## src/rtl/vector_decode_issue_pkg.sv

```systemverilog
// Shared types for the vector decode/issue front end: opcodes, uop layout,
// format classification and the word-to-uop unpacking helper.
package vector_decode_issue_pkg;

   localparam int VIDX_W = 8;

   localparam logic [6:0] VOP_ADD  = 7'h10;
   localparam logic [6:0] VOP_SUB  = 7'h11;
   localparam logic [6:0] VOP_ADDI = 7'h20;
   localparam logic [6:0] VOP_SUBI = 7'h21;
   localparam logic [6:0] VOP_VLD  = 7'h40;
   localparam logic [6:0] VOP_VST  = 7'h41;

   typedef enum logic [5:0] {
      VALU_ADD = 6'h00,
      VALU_SUB = 6'h01
   } valu_op_t;

   typedef enum logic [1:0] {FMT_R, FMT_I, FMT_M, FMT_ILL} fmt_t;

   typedef enum logic {UNIT_ALU = 1'b0, UNIT_MEM = 1'b1} unit_t;

   typedef logic [VIDX_W-1:0] vidx_t;

   typedef struct packed {
      unit_t      unit;
      valu_op_t   op;
      vidx_t      vd;
      vidx_t      vs1;
      vidx_t      vs2;
      logic [7:0] imm;
      logic       use_imm;
      logic       mask;
      logic       store;
      logic [7:0] rs1;
      logic       sp;
      logic       transpose;
      logic       swizzle;
      logic [1:0] dtype;
   } vuop_t;

   // The [6:0] opcode match wins over the M-type [9:3] field.
   function automatic fmt_t get_fmt(input logic [31:0] instr);
      if (instr[6:0] == VOP_ADD || instr[6:0] == VOP_SUB)   return FMT_R;
      if (instr[6:0] == VOP_ADDI || instr[6:0] == VOP_SUBI) return FMT_I;
      if (instr[9:3] == VOP_VLD || instr[9:3] == VOP_VST)   return FMT_M;
      return FMT_ILL;
   endfunction

   function automatic vuop_t decode_instr(input logic [31:0] instr);
      vuop_t u;
      fmt_t  f;
      f = get_fmt(instr);
      u = '0;
      case (f)
         FMT_R, FMT_I: begin
            u.unit = UNIT_ALU;
            u.op   = (instr[6:0] == VOP_SUB || instr[6:0] == VOP_SUBI) ? VALU_SUB : VALU_ADD;
            u.mask = instr[31];
            u.vd   = instr[30:23];
            u.vs1  = instr[22:15];
            if (f == FMT_R) begin
               u.vs2 = instr[14:7];
            end else begin
               u.imm     = instr[14:7];
               u.use_imm = 1'b1;
            end
         end
         FMT_M: begin
            u.unit      = UNIT_MEM;
            u.swizzle   = instr[31];
            u.transpose = instr[30];
            u.dtype     = instr[29:28];
            u.vd        = instr[27:20];
            u.mask      = instr[19];
            u.rs1       = instr[18:11];
            u.sp        = instr[10];
            u.store     = (instr[9:3] == VOP_VST);
         end
         default: ;
      endcase
      return u;
   endfunction

endpackage

```

## src/rtl/vector_decode_issue_if.sv

```systemverilog
// Handshake bundle between fetch/dispatch, the decoder and the vector units.
// master = the side driving instructions, readies and writebacks.
interface vector_decode_issue_if
   import vector_decode_issue_pkg::*;
#(
   parameter int ILL_CNT_W = 16
) ();
   logic                 in_valid;
   logic                 in_ready;
   logic [31:0]          in_instr;
   logic                 flush;

   logic                 valu_valid;
   logic                 valu_ready;
   valu_op_t             valu_op;
   logic [7:0]           valu_vd;
   logic [7:0]           valu_vs1;
   logic [7:0]           valu_vs2;
   logic [7:0]           valu_imm;
   logic                 valu_use_imm;
   logic                 valu_mask;

   logic                 vmem_valid;
   logic                 vmem_ready;
   logic                 vmem_store;
   logic [7:0]           vmem_vd;
   logic [7:0]           vmem_rs1;
   logic                 vmem_sp;
   logic                 vmem_mask;
   logic                 vmem_transpose;
   logic                 vmem_swizzle;
   logic [1:0]           vmem_dtype;

   logic                 wb_valid;
   logic [7:0]           wb_vd;

   logic                 illegal;
   logic [ILL_CNT_W-1:0] illegal_cnt;

   modport master (
      output in_valid, in_instr, flush, valu_ready, vmem_ready, wb_valid, wb_vd,
      input  in_ready, valu_valid, valu_op, valu_vd, valu_vs1, valu_vs2, valu_imm,
             valu_use_imm, valu_mask, vmem_valid, vmem_store, vmem_vd, vmem_rs1,
             vmem_sp, vmem_mask, vmem_transpose, vmem_swizzle, vmem_dtype,
             illegal, illegal_cnt
   );

   modport slave (
      input  in_valid, in_instr, flush, valu_ready, vmem_ready, wb_valid, wb_vd,
      output in_ready, valu_valid, valu_op, valu_vd, valu_vs1, valu_vs2, valu_imm,
             valu_use_imm, valu_mask, vmem_valid, vmem_store, vmem_vd, vmem_rs1,
             vmem_sp, vmem_mask, vmem_transpose, vmem_swizzle, vmem_dtype,
             illegal, illegal_cnt
   );
endinterface

```

## src/rtl/vector_decode_issue_scoreboard.sv

```systemverilog
// Vector-register pending bits: set on issue, cleared on writeback, three
// combinational read ports for the hazard check.
module vector_decode_issue_scoreboard #(
   parameter int NUM_VREGS = 256,
   parameter int IDX_W     = $clog2(NUM_VREGS)
) (
   input  logic             CLK,
   input  logic             RST,
   input  logic             set_en,
   input  logic [IDX_W-1:0] set_idx,
   input  logic             clr_en,
   input  logic [IDX_W-1:0] clr_idx,
   input  logic [IDX_W-1:0] vs1_idx,
   input  logic [IDX_W-1:0] vs2_idx,
   input  logic [IDX_W-1:0] vd_idx,
   output logic             vs1_pend,
   output logic             vs2_pend,
   output logic             vd_pend
);
   logic [NUM_VREGS-1:0] pending_q;

   // Track outstanding writes; the set follows the clear so it wins on a tie.
   always_ff @(posedge CLK) begin
      // NOTE: pending is a flop array, not RAM, so it is cleared wholesale on
      // reset; leaving it uninitialised would block issue on random registers.
      if (RST) begin
         pending_q <= '0;
      end else begin
         if (clr_en) pending_q[clr_idx] <= 1'b0;
         if (set_en) pending_q[set_idx] <= 1'b1;
      end
   end

   assign vs1_pend = pending_q[vs1_idx];
   assign vs2_pend = pending_q[vs2_idx];
   assign vd_pend  = pending_q[vd_idx];

endmodule

```

## src/rtl/vector_decode_issue.sv

```systemverilog
// Vector decode/issue: accepts instruction words, unpacks them into a single
// decode register and issues to the ALU or memory unit once hazard-free.
module vector_decode_issue
   import vector_decode_issue_pkg::*;
#(
   parameter int NUM_VREGS = 256,
   parameter int ILL_CNT_W = 16
) (
   input  logic                 CLK,
   input  logic                 RST,
   vector_decode_issue_if.slave bus
);
   localparam logic [0:0] ST_EMPTY = 1'b0;
   localparam logic [0:0] ST_HOLD  = 1'b1;

   logic [0:0]           state_q;
   vuop_t                dr_q;
   logic                 illegal_q;
   logic [ILL_CNT_W-1:0] ill_cnt_q;

   fmt_t  dec_fmt;
   vuop_t dec_uop;
   logic  pend_vs1, pend_vs2, pend_vd;
   logic  hazard, issue_ok, alu_valid, mem_valid, fire;
   logic  accept, accept_ok, accept_ill, sb_set;

   assign dec_fmt = get_fmt(bus.in_instr);
   assign dec_uop = decode_instr(bus.in_instr);

   // Hazard check against registered pending bits and issue handshake.
   always_comb begin
      // NOTE: every output gets a default first so no path leaves one unassigned
      // and infers a latch.
      hazard    = pend_vd;
      issue_ok  = 1'b0;
      alu_valid = 1'b0;
      mem_valid = 1'b0;
      if (dr_q.unit == UNIT_ALU) begin
         hazard = pend_vd || pend_vs1 || (!dr_q.use_imm && pend_vs2);
      end
      issue_ok  = (state_q == ST_HOLD) && !hazard && !bus.flush && !RST;
      alu_valid = issue_ok && (dr_q.unit == UNIT_ALU);
      mem_valid = issue_ok && (dr_q.unit == UNIT_MEM);
   end

   assign fire       = (alu_valid && bus.valu_ready) || (mem_valid && bus.vmem_ready);
   assign bus.in_ready = (state_q == ST_EMPTY) || fire || bus.flush;
   assign accept     = bus.in_valid && bus.in_ready;
   assign accept_ok  = accept && (dec_fmt != FMT_ILL);
   assign accept_ill = accept && (dec_fmt == FMT_ILL);
   assign sb_set     = fire && !((dr_q.unit == UNIT_MEM) && dr_q.store);

   // Decode register: refill on accept, otherwise drain on fire or flush.
   always_ff @(posedge CLK) begin
      // NOTE: sequential state uses non-blocking assignments so every flop
      // samples pre-edge values regardless of statement order.
      if (RST) begin
         state_q <= ST_EMPTY;
         dr_q    <= '0;
      end else if (accept_ok) begin
         state_q <= ST_HOLD;
         dr_q    <= dec_uop;
      end else if (fire || bus.flush) begin
         state_q <= ST_EMPTY;
      end
   end

   // Illegal-word pulse and saturating counter.
   always_ff @(posedge CLK) begin
      if (RST) begin
         illegal_q <= 1'b0;
         ill_cnt_q <= '0;
      end else begin
         illegal_q <= accept_ill;
         if (accept_ill && (ill_cnt_q != '1)) ill_cnt_q <= ill_cnt_q + 1'b1;
      end
   end

   vector_decode_issue_scoreboard #(.NUM_VREGS(NUM_VREGS)) u_sb (
      .CLK      (CLK),
      .RST      (RST),
      .set_en   (sb_set),
      .set_idx  (dr_q.vd),
      .clr_en   (bus.wb_valid),
      .clr_idx  (bus.wb_vd),
      .vs1_idx  (dr_q.vs1),
      .vs2_idx  (dr_q.vs2),
      .vd_idx   (dr_q.vd),
      .vs1_pend (pend_vs1),
      .vs2_pend (pend_vs2),
      .vd_pend  (pend_vd)
   );

   assign bus.valu_valid     = alu_valid;
   assign bus.valu_op        = dr_q.op;
   assign bus.valu_vd        = dr_q.vd;
   assign bus.valu_vs1       = dr_q.vs1;
   assign bus.valu_vs2       = dr_q.vs2;
   assign bus.valu_imm       = dr_q.imm;
   assign bus.valu_use_imm   = dr_q.use_imm;
   assign bus.valu_mask      = dr_q.mask;

   assign bus.vmem_valid     = mem_valid;
   assign bus.vmem_store     = dr_q.store;
   assign bus.vmem_vd        = dr_q.vd;
   assign bus.vmem_rs1       = dr_q.rs1;
   assign bus.vmem_sp        = dr_q.sp;
   assign bus.vmem_mask      = dr_q.mask;
   assign bus.vmem_transpose = dr_q.transpose;
   assign bus.vmem_swizzle   = dr_q.swizzle;
   assign bus.vmem_dtype     = dr_q.dtype;

   assign bus.illegal        = illegal_q;
   assign bus.illegal_cnt    = ill_cnt_q;

endmodule

```

## src/flat_wrapper.sv

```systemverilog
// flat-port wrapper written by rule: the top's interface ports become plain ports
module vector_decode_issue_flat import vector_decode_issue_pkg::*;
#(
   parameter int NUM_VREGS = 256,
   parameter int ILL_CNT_W = 16
)
  (CLK, RST, bus_in_valid, bus_in_instr, bus_flush, bus_valu_ready, bus_vmem_ready, bus_wb_valid, bus_wb_vd, bus_in_ready, bus_valu_valid, bus_valu_op, bus_valu_vd, bus_valu_vs1, bus_valu_vs2, bus_valu_imm, bus_valu_use_imm, bus_valu_mask, bus_vmem_valid, bus_vmem_store, bus_vmem_vd, bus_vmem_rs1, bus_vmem_sp, bus_vmem_mask, bus_vmem_transpose, bus_vmem_swizzle, bus_vmem_dtype, bus_illegal, bus_illegal_cnt);
  vector_decode_issue_if #(.ILL_CNT_W(ILL_CNT_W)) bus_i ();
  input  logic CLK;
  input  logic RST;
  input wire logic [$bits(bus_i.in_valid)-1:0] bus_in_valid;
  input wire logic [$bits(bus_i.in_instr)-1:0] bus_in_instr;
  input wire logic [$bits(bus_i.flush)-1:0] bus_flush;
  input wire logic [$bits(bus_i.valu_ready)-1:0] bus_valu_ready;
  input wire logic [$bits(bus_i.vmem_ready)-1:0] bus_vmem_ready;
  input wire logic [$bits(bus_i.wb_valid)-1:0] bus_wb_valid;
  input wire logic [$bits(bus_i.wb_vd)-1:0] bus_wb_vd;
  output wire logic [$bits(bus_i.in_ready)-1:0] bus_in_ready;
  output wire logic [$bits(bus_i.valu_valid)-1:0] bus_valu_valid;
  output wire logic [$bits(bus_i.valu_op)-1:0] bus_valu_op;
  output wire logic [$bits(bus_i.valu_vd)-1:0] bus_valu_vd;
  output wire logic [$bits(bus_i.valu_vs1)-1:0] bus_valu_vs1;
  output wire logic [$bits(bus_i.valu_vs2)-1:0] bus_valu_vs2;
  output wire logic [$bits(bus_i.valu_imm)-1:0] bus_valu_imm;
  output wire logic [$bits(bus_i.valu_use_imm)-1:0] bus_valu_use_imm;
  output wire logic [$bits(bus_i.valu_mask)-1:0] bus_valu_mask;
  output wire logic [$bits(bus_i.vmem_valid)-1:0] bus_vmem_valid;
  output wire logic [$bits(bus_i.vmem_store)-1:0] bus_vmem_store;
  output wire logic [$bits(bus_i.vmem_vd)-1:0] bus_vmem_vd;
  output wire logic [$bits(bus_i.vmem_rs1)-1:0] bus_vmem_rs1;
  output wire logic [$bits(bus_i.vmem_sp)-1:0] bus_vmem_sp;
  output wire logic [$bits(bus_i.vmem_mask)-1:0] bus_vmem_mask;
  output wire logic [$bits(bus_i.vmem_transpose)-1:0] bus_vmem_transpose;
  output wire logic [$bits(bus_i.vmem_swizzle)-1:0] bus_vmem_swizzle;
  output wire logic [$bits(bus_i.vmem_dtype)-1:0] bus_vmem_dtype;
  output wire logic [$bits(bus_i.illegal)-1:0] bus_illegal;
  output wire logic [$bits(bus_i.illegal_cnt)-1:0] bus_illegal_cnt;
  assign bus_i.in_valid = bus_in_valid;
  assign bus_i.in_instr = bus_in_instr;
  assign bus_i.flush = bus_flush;
  assign bus_i.valu_ready = bus_valu_ready;
  assign bus_i.vmem_ready = bus_vmem_ready;
  assign bus_i.wb_valid = bus_wb_valid;
  assign bus_i.wb_vd = bus_wb_vd;
  assign bus_in_ready = bus_i.in_ready;
  assign bus_valu_valid = bus_i.valu_valid;
  assign bus_valu_op = bus_i.valu_op;
  assign bus_valu_vd = bus_i.valu_vd;
  assign bus_valu_vs1 = bus_i.valu_vs1;
  assign bus_valu_vs2 = bus_i.valu_vs2;
  assign bus_valu_imm = bus_i.valu_imm;
  assign bus_valu_use_imm = bus_i.valu_use_imm;
  assign bus_valu_mask = bus_i.valu_mask;
  assign bus_vmem_valid = bus_i.vmem_valid;
  assign bus_vmem_store = bus_i.vmem_store;
  assign bus_vmem_vd = bus_i.vmem_vd;
  assign bus_vmem_rs1 = bus_i.vmem_rs1;
  assign bus_vmem_sp = bus_i.vmem_sp;
  assign bus_vmem_mask = bus_i.vmem_mask;
  assign bus_vmem_transpose = bus_i.vmem_transpose;
  assign bus_vmem_swizzle = bus_i.vmem_swizzle;
  assign bus_vmem_dtype = bus_i.vmem_dtype;
  assign bus_illegal = bus_i.illegal;
  assign bus_illegal_cnt = bus_i.illegal_cnt;
  vector_decode_issue #(.NUM_VREGS(NUM_VREGS), .ILL_CNT_W(ILL_CNT_W)) u_core (.CLK(CLK), .RST(RST), .bus(bus_i));
endmodule
```

## config.mk

```make
export PLATFORM = sky130hd
export DESIGN_NAME = vector_decode_issue_flat
export DESIGN_NICKNAME = d
export VERILOG_FILES = /design/src/rtl/vector_decode_issue_pkg.sv /design/src/rtl/vector_decode_issue_if.sv /design/src/rtl/vector_decode_issue_scoreboard.sv /design/src/rtl/vector_decode_issue.sv /design/src/flat_wrapper.sv
export SDC_FILE = /design/constraint.sdc
export NUM_CORES = 1
export LEC_CHECK = 0
export BUFFER_PORTS_ARGS = -buffer_cell sky130_fd_sc_hd__buf_4
export CAP_MARGIN = 20
export CORE_ASPECT_RATIO = 0.5
export CORE_MARGIN = 4
export CORE_UTILIZATION = 50
export DETAILED_ROUTE_END_ITERATION = 8
export MAX_ROUTING_LAYER = met4
export PLACE_DENSITY = 0.71
export SLEW_MARGIN = 15
export SYNTH_ARGS = -nofsm -noshare
export SYNTH_HDL_FRONTEND = slang
export SYNTH_SLANG_ARGS = --single-unit
```

## constraint.sdc

```tcl
create_clock -name CLK -period 3.77 [get_ports CLK]
set_input_delay 0.377 -clock CLK [delete_from_list [all_inputs] [get_ports CLK]]
set_output_delay 0.377 -clock CLK [all_outputs]
set_load 0.01 [all_outputs]
```

==> metrics.md <==
| Metric | Value |
|---|---|
| IO Port Bufs | about 120 |
| Synth top area share | roughly 34% |
| Violated checks | negative setup slack |
| Die height | approximately 150 um |
| Post-route ant nets | 0 |
| FF-to-FF setup slack | -0.28 ns |
| Clk_lat worst skew | around 0.6 ns |
| Largest cells by area after synthesis | dfxtp_1 34%, mux4_2 20%, o211ai_1 10% |
| CP Data Required Time | ~3.4 ns |
| # nets final | between 2000 and 2500 |
| Pwr dens | approximately 300 nW/um^2 |
| Worst relative slew slack | ~18% |
| Final Util | between 60% and 70% |
| Largest delay contributor family on the critical path | compound AO/OA/AOI/OAI gates |
| Max-Cap Viols | 0 |
| # IOs | 130 |
| Fin. Hold Viols | 0 |
| Delay of the slowest critical-path stage | 0.53 ns |
| Crit-path slowest cell | a311oi_1 |
| Net switching fraction of the power | between 20% and 30% |
| Worst-path clk slew | 0.07 ns |
| Overall power | between 7000 and 8000 uW |
| Setup TNS | -23.48 ns |
| Drt wl/cell | between 30 and 40 um |
| Ys flop type | dfxtp_1 |
| Asr flop ratio synth | 0% |
| Hold Path Class | input pin to flop |
| Synth-to-layout area growth | 24.0% |
| CP Capture Type | output pin |
| Critical path class | flop to output pin |
| Max Fclk | about 240 MHz |
| Slew Viols, Final | 0 |
| CTS H-tree lvls | 1 |
| Int Pwr | between 5000 and 6000 uW |
| #FFs+latches synth | 324 |
| Crit-path most repeated cell | buf_12 |
| Top cells by count, synth | 324 x dfxtp_1, 260 x o211ai_1, 172 x mux4_2 |
| Cell count after synthesis | 1976 |
| Yosys warns | 0 |
| Most common cell in the netlist | dfxtp_1 |
| Max VDD drop | approximately 0.36 mV |
| Setup crit start kind | flop |
| Bufs and invs on worst path | 4 |
| Post-Route Skew | approximately 0.016 ns |
| Mapped Avg Cell Area | approximately 10 um^2 |
| Proportion of layout cells with a drive suffix above 1 | between 30% and 40% |
| Overall Global Routing Usage | 43.2% |
| Setup violators final | around 250 |
| Gate power share | between 6 and 7% |
| Netlist Area Pre-Place | ~19000 um^2 |
| Cts bufs inserted | 31 |
| Vias/cell | roughly 7.4 |
| First-pass GRT wire length | around 130000 um |
| Hold WS | about 0.034 ns |
| Core box area | 37700 um^2 |
| Critical path peak fanout | 19 |
| Crit path cell chain | buf_12 > buf_12 > mux2i_1 > a22oi_1 > a311oi_1 > and3_4 > o21ai_4 > a32o_2 > buf_4 > nor2_1 > o21a_2 > or2_4 > buf_6 |
| Final period util | 112% |
| Clock sinks | 324 |
| Clk root buf | clkbuf_16 |
| Drt first pass iters | 6 |
| Status | finished, violations left |
| Clock buffer depth | 3 |
| Post-synth cell types | 64 |
| Vias in the first global route | 18600 |
| Net load switching power | 1830 uW |
| DRT iter0 DRCs | about 3300 |
| Final HPWL DP | 63600 um |
| Number of enable flip-flop cells after synthesis | 0 |
| Initial antenna violation count | 3 |
| Starting Density | approximately 51% |
| Min Tclk post-route | 4.21 ns |
| Die Wd | 285 um |
| CTS tree | done |
| Via Count | 19800 |
| Largest net degree at the start of global routing | between 100 and 150 |
| Sequential share of power | a little under half |
| RSZ-0062 raised after global routing | true |
| Placer congestion estimate | 1.13 |
| Total wire length | 91900 um |
| DRC viols | 0 |
| Filler cells | 3113 |
| Critical path arrival | between 3 and 4 ns |
| Die ar. | 41900 um^2 |
| Cell Rows | 50 |
| Clock group share of total power | 46.1% |
| Post-synth top area cell | dfxtp_1 |
| Gr ovfl total | 0 |
| Least-Margin Pin Slew | roughly 1.2 ns |
| Leak Pwr | approximately 0.0079 uW |
| Final worst setup slack | -0.443 ns |
| Sequential area share after synthesis | ~34% |
-- what timing repair did --
| action | in CTS | in global routing |
|---|---|---|
| setup buffers | 20 | 9 |
| hold buffers | 0 | 0 |
| gates resized for setup | 75 | 86 |
| pin swaps | 25 | 9 |
| hold endpoints to repair | 0 | 0 |
| setup endpoints to repair | 225 | 326 |
| cloned | 8 | 4 |
-- worst register-to-register path, stage by stage, from the launching register on --
cell	delay [ns]
dfxtp_1	0.84
buf_4	0.30
inv_1	0.18
buf_4	0.22
a211oi_1	0.24
buf_4	0.21
nor4_4	0.05
buf_4	0.14
nand4_1	0.11
a31oi_2	0.05
buf_4	0.17
buf_4	0.14
o21a_1	0.18
buf_4	0.13
buf_4	0.12
and3_4	0.24
buf_12	0.15
buf_16	0.13
buf_6	0.12
o32ai_1	0.22
-- logic make-up (layout without fill, tap and decap cells) --
family | count (synthesis) | in the layout | synth area share [%]
AOI/OAI and AO/OA | 696 | 696 | 23.9
adders and majority gates | 1 | 1 | 0.0650
buffers and inverters | 294 | 485 | 7.29
DFF | 324 | 324 | 33.7
muxes | 259 | 259 | 24.8
other | 1 | 13 | 0.0195
and+or+nand+nor | 401 | 401 | 10.2
-- area by class of cell --
| cell class | count | area, um^2 | share of cell area (%) |
|---|---|---|---|
| Timing Repair Buffer | 390 | 3660 | 15.3 |
| Clock inverter | 14 | 141 | 0.593 |
| Antenna cell | 8 | 20.0 | 0.0839 |
| Inverter | 39 | 154 | 0.645 |
| Multi-Input combinational cell | 1362 | 11800 | 49.6 |
| Tap cell | 520 | 651 | 2.73 |
| Clock buffer | 42 | 888 | 3.73 |
| Sequential cell | 324 | 6520 | 27.3 |
-- metrics by stage --
step	setup slack (ns)	area (um^2)	cells
6_report	-0.443	23800	2699
5_1_grt	-0.393	23800	2696
4_1_cts	-0.300	23400	2679
3_5_place_dp	-0.128	21600	2595
3_3_place_gp	-0.0887	21600	2595
2_1_floorplan	0.256	19300	1980
-- cell usage in the layout (no fill, tap or decap), drive strengths merged, types with 26 or more instances in the layout --
| master | n |
|---|---|
| clkbuf | 45 |
| nand3 | 79 |
| nor2b | 41 |
| o21ai | 281 |
| nand2 | 125 |
| mux2i | 65 |
| a22oi | 26 |
| dfxtp | 324 |
| inv | 40 |
| o211ai | 260 |
| nor2 | 54 |
| buf | 386 |
| mux4 | 172 |
-- worst paths after layout --
check,depth (start not counted),end,startpoint
worst min-delay path,3,u_core.bus.vmem_dtype[1],bus_in_instr[29]
worst max register to register,19,u_core.bus.valu_vs1[2],u_core.bus.valu_vd[2]
worst max-delay path,13,bus_in_ready,u_core.bus.valu_vs2[2]
worst min register to register,2,u_core.bus.valu_imm[1],u_core.bus.valu_imm[1]
-- flip-flops by register name (all words and copies together) (netlist names) --
| name | cells |
|---|---|
| u_core.bus.vmem_swizzle | 1 |
| u_core.bus.valu_use_imm | 1 |
| u_core.bus.vmem_store | 1 |
| u_core.dr_q | 1 |
| u_core.bus.valu_vs2 | 8 |
| u_core.bus.valu_imm | 8 |
| u_core.bus.vmem_dtype | 2 |
| u_core.bus.vmem_transpose | 1 |
| u_core.bus.illegal_cnt | 16 |
| u_core.state_q | 1 |
| u_core.bus.vmem_sp | 1 |
| u_core.bus.illegal | 1 |
| u_core.bus.valu_vs1 | 8 |
| u_core.bus.vmem_rs1 | 8 |
| u_core.u_sb.pending_q | 256 |
| u_core.bus.valu_vd | 8 |
| u_core.bus.valu_mask | 1 |
| u_core.bus.valu_op | 1 |
-- layer usage --
layer / wire (um) / up-vias / GRT usage [%] / part of all wire (%)
li1: - / 8091 / - / -
met1: 35700 / 9761 / 59.0 / 39
met2: 36600 / 1688 / 57.7 / 40
met3: 15000 / 303 / 16.6 / 16
met4: 4510 / 0 / 16.5 / 4.9
met5: 0 / - / - / 0
-- power by group through the flow --
stage / clock network, uW / registers (uW) / logic (uW)
floorplan: 0 / 3510 / 209
global placement: 0 / 3520 / 373
detailed placement: 0 / 3520 / 374
CTS: 3290 / 3440 / 403
global route: 3450 / 3440 / 450
finish: 3320 / 3440 / 436
Note: power is estimated with default switching activity, not from simulation.
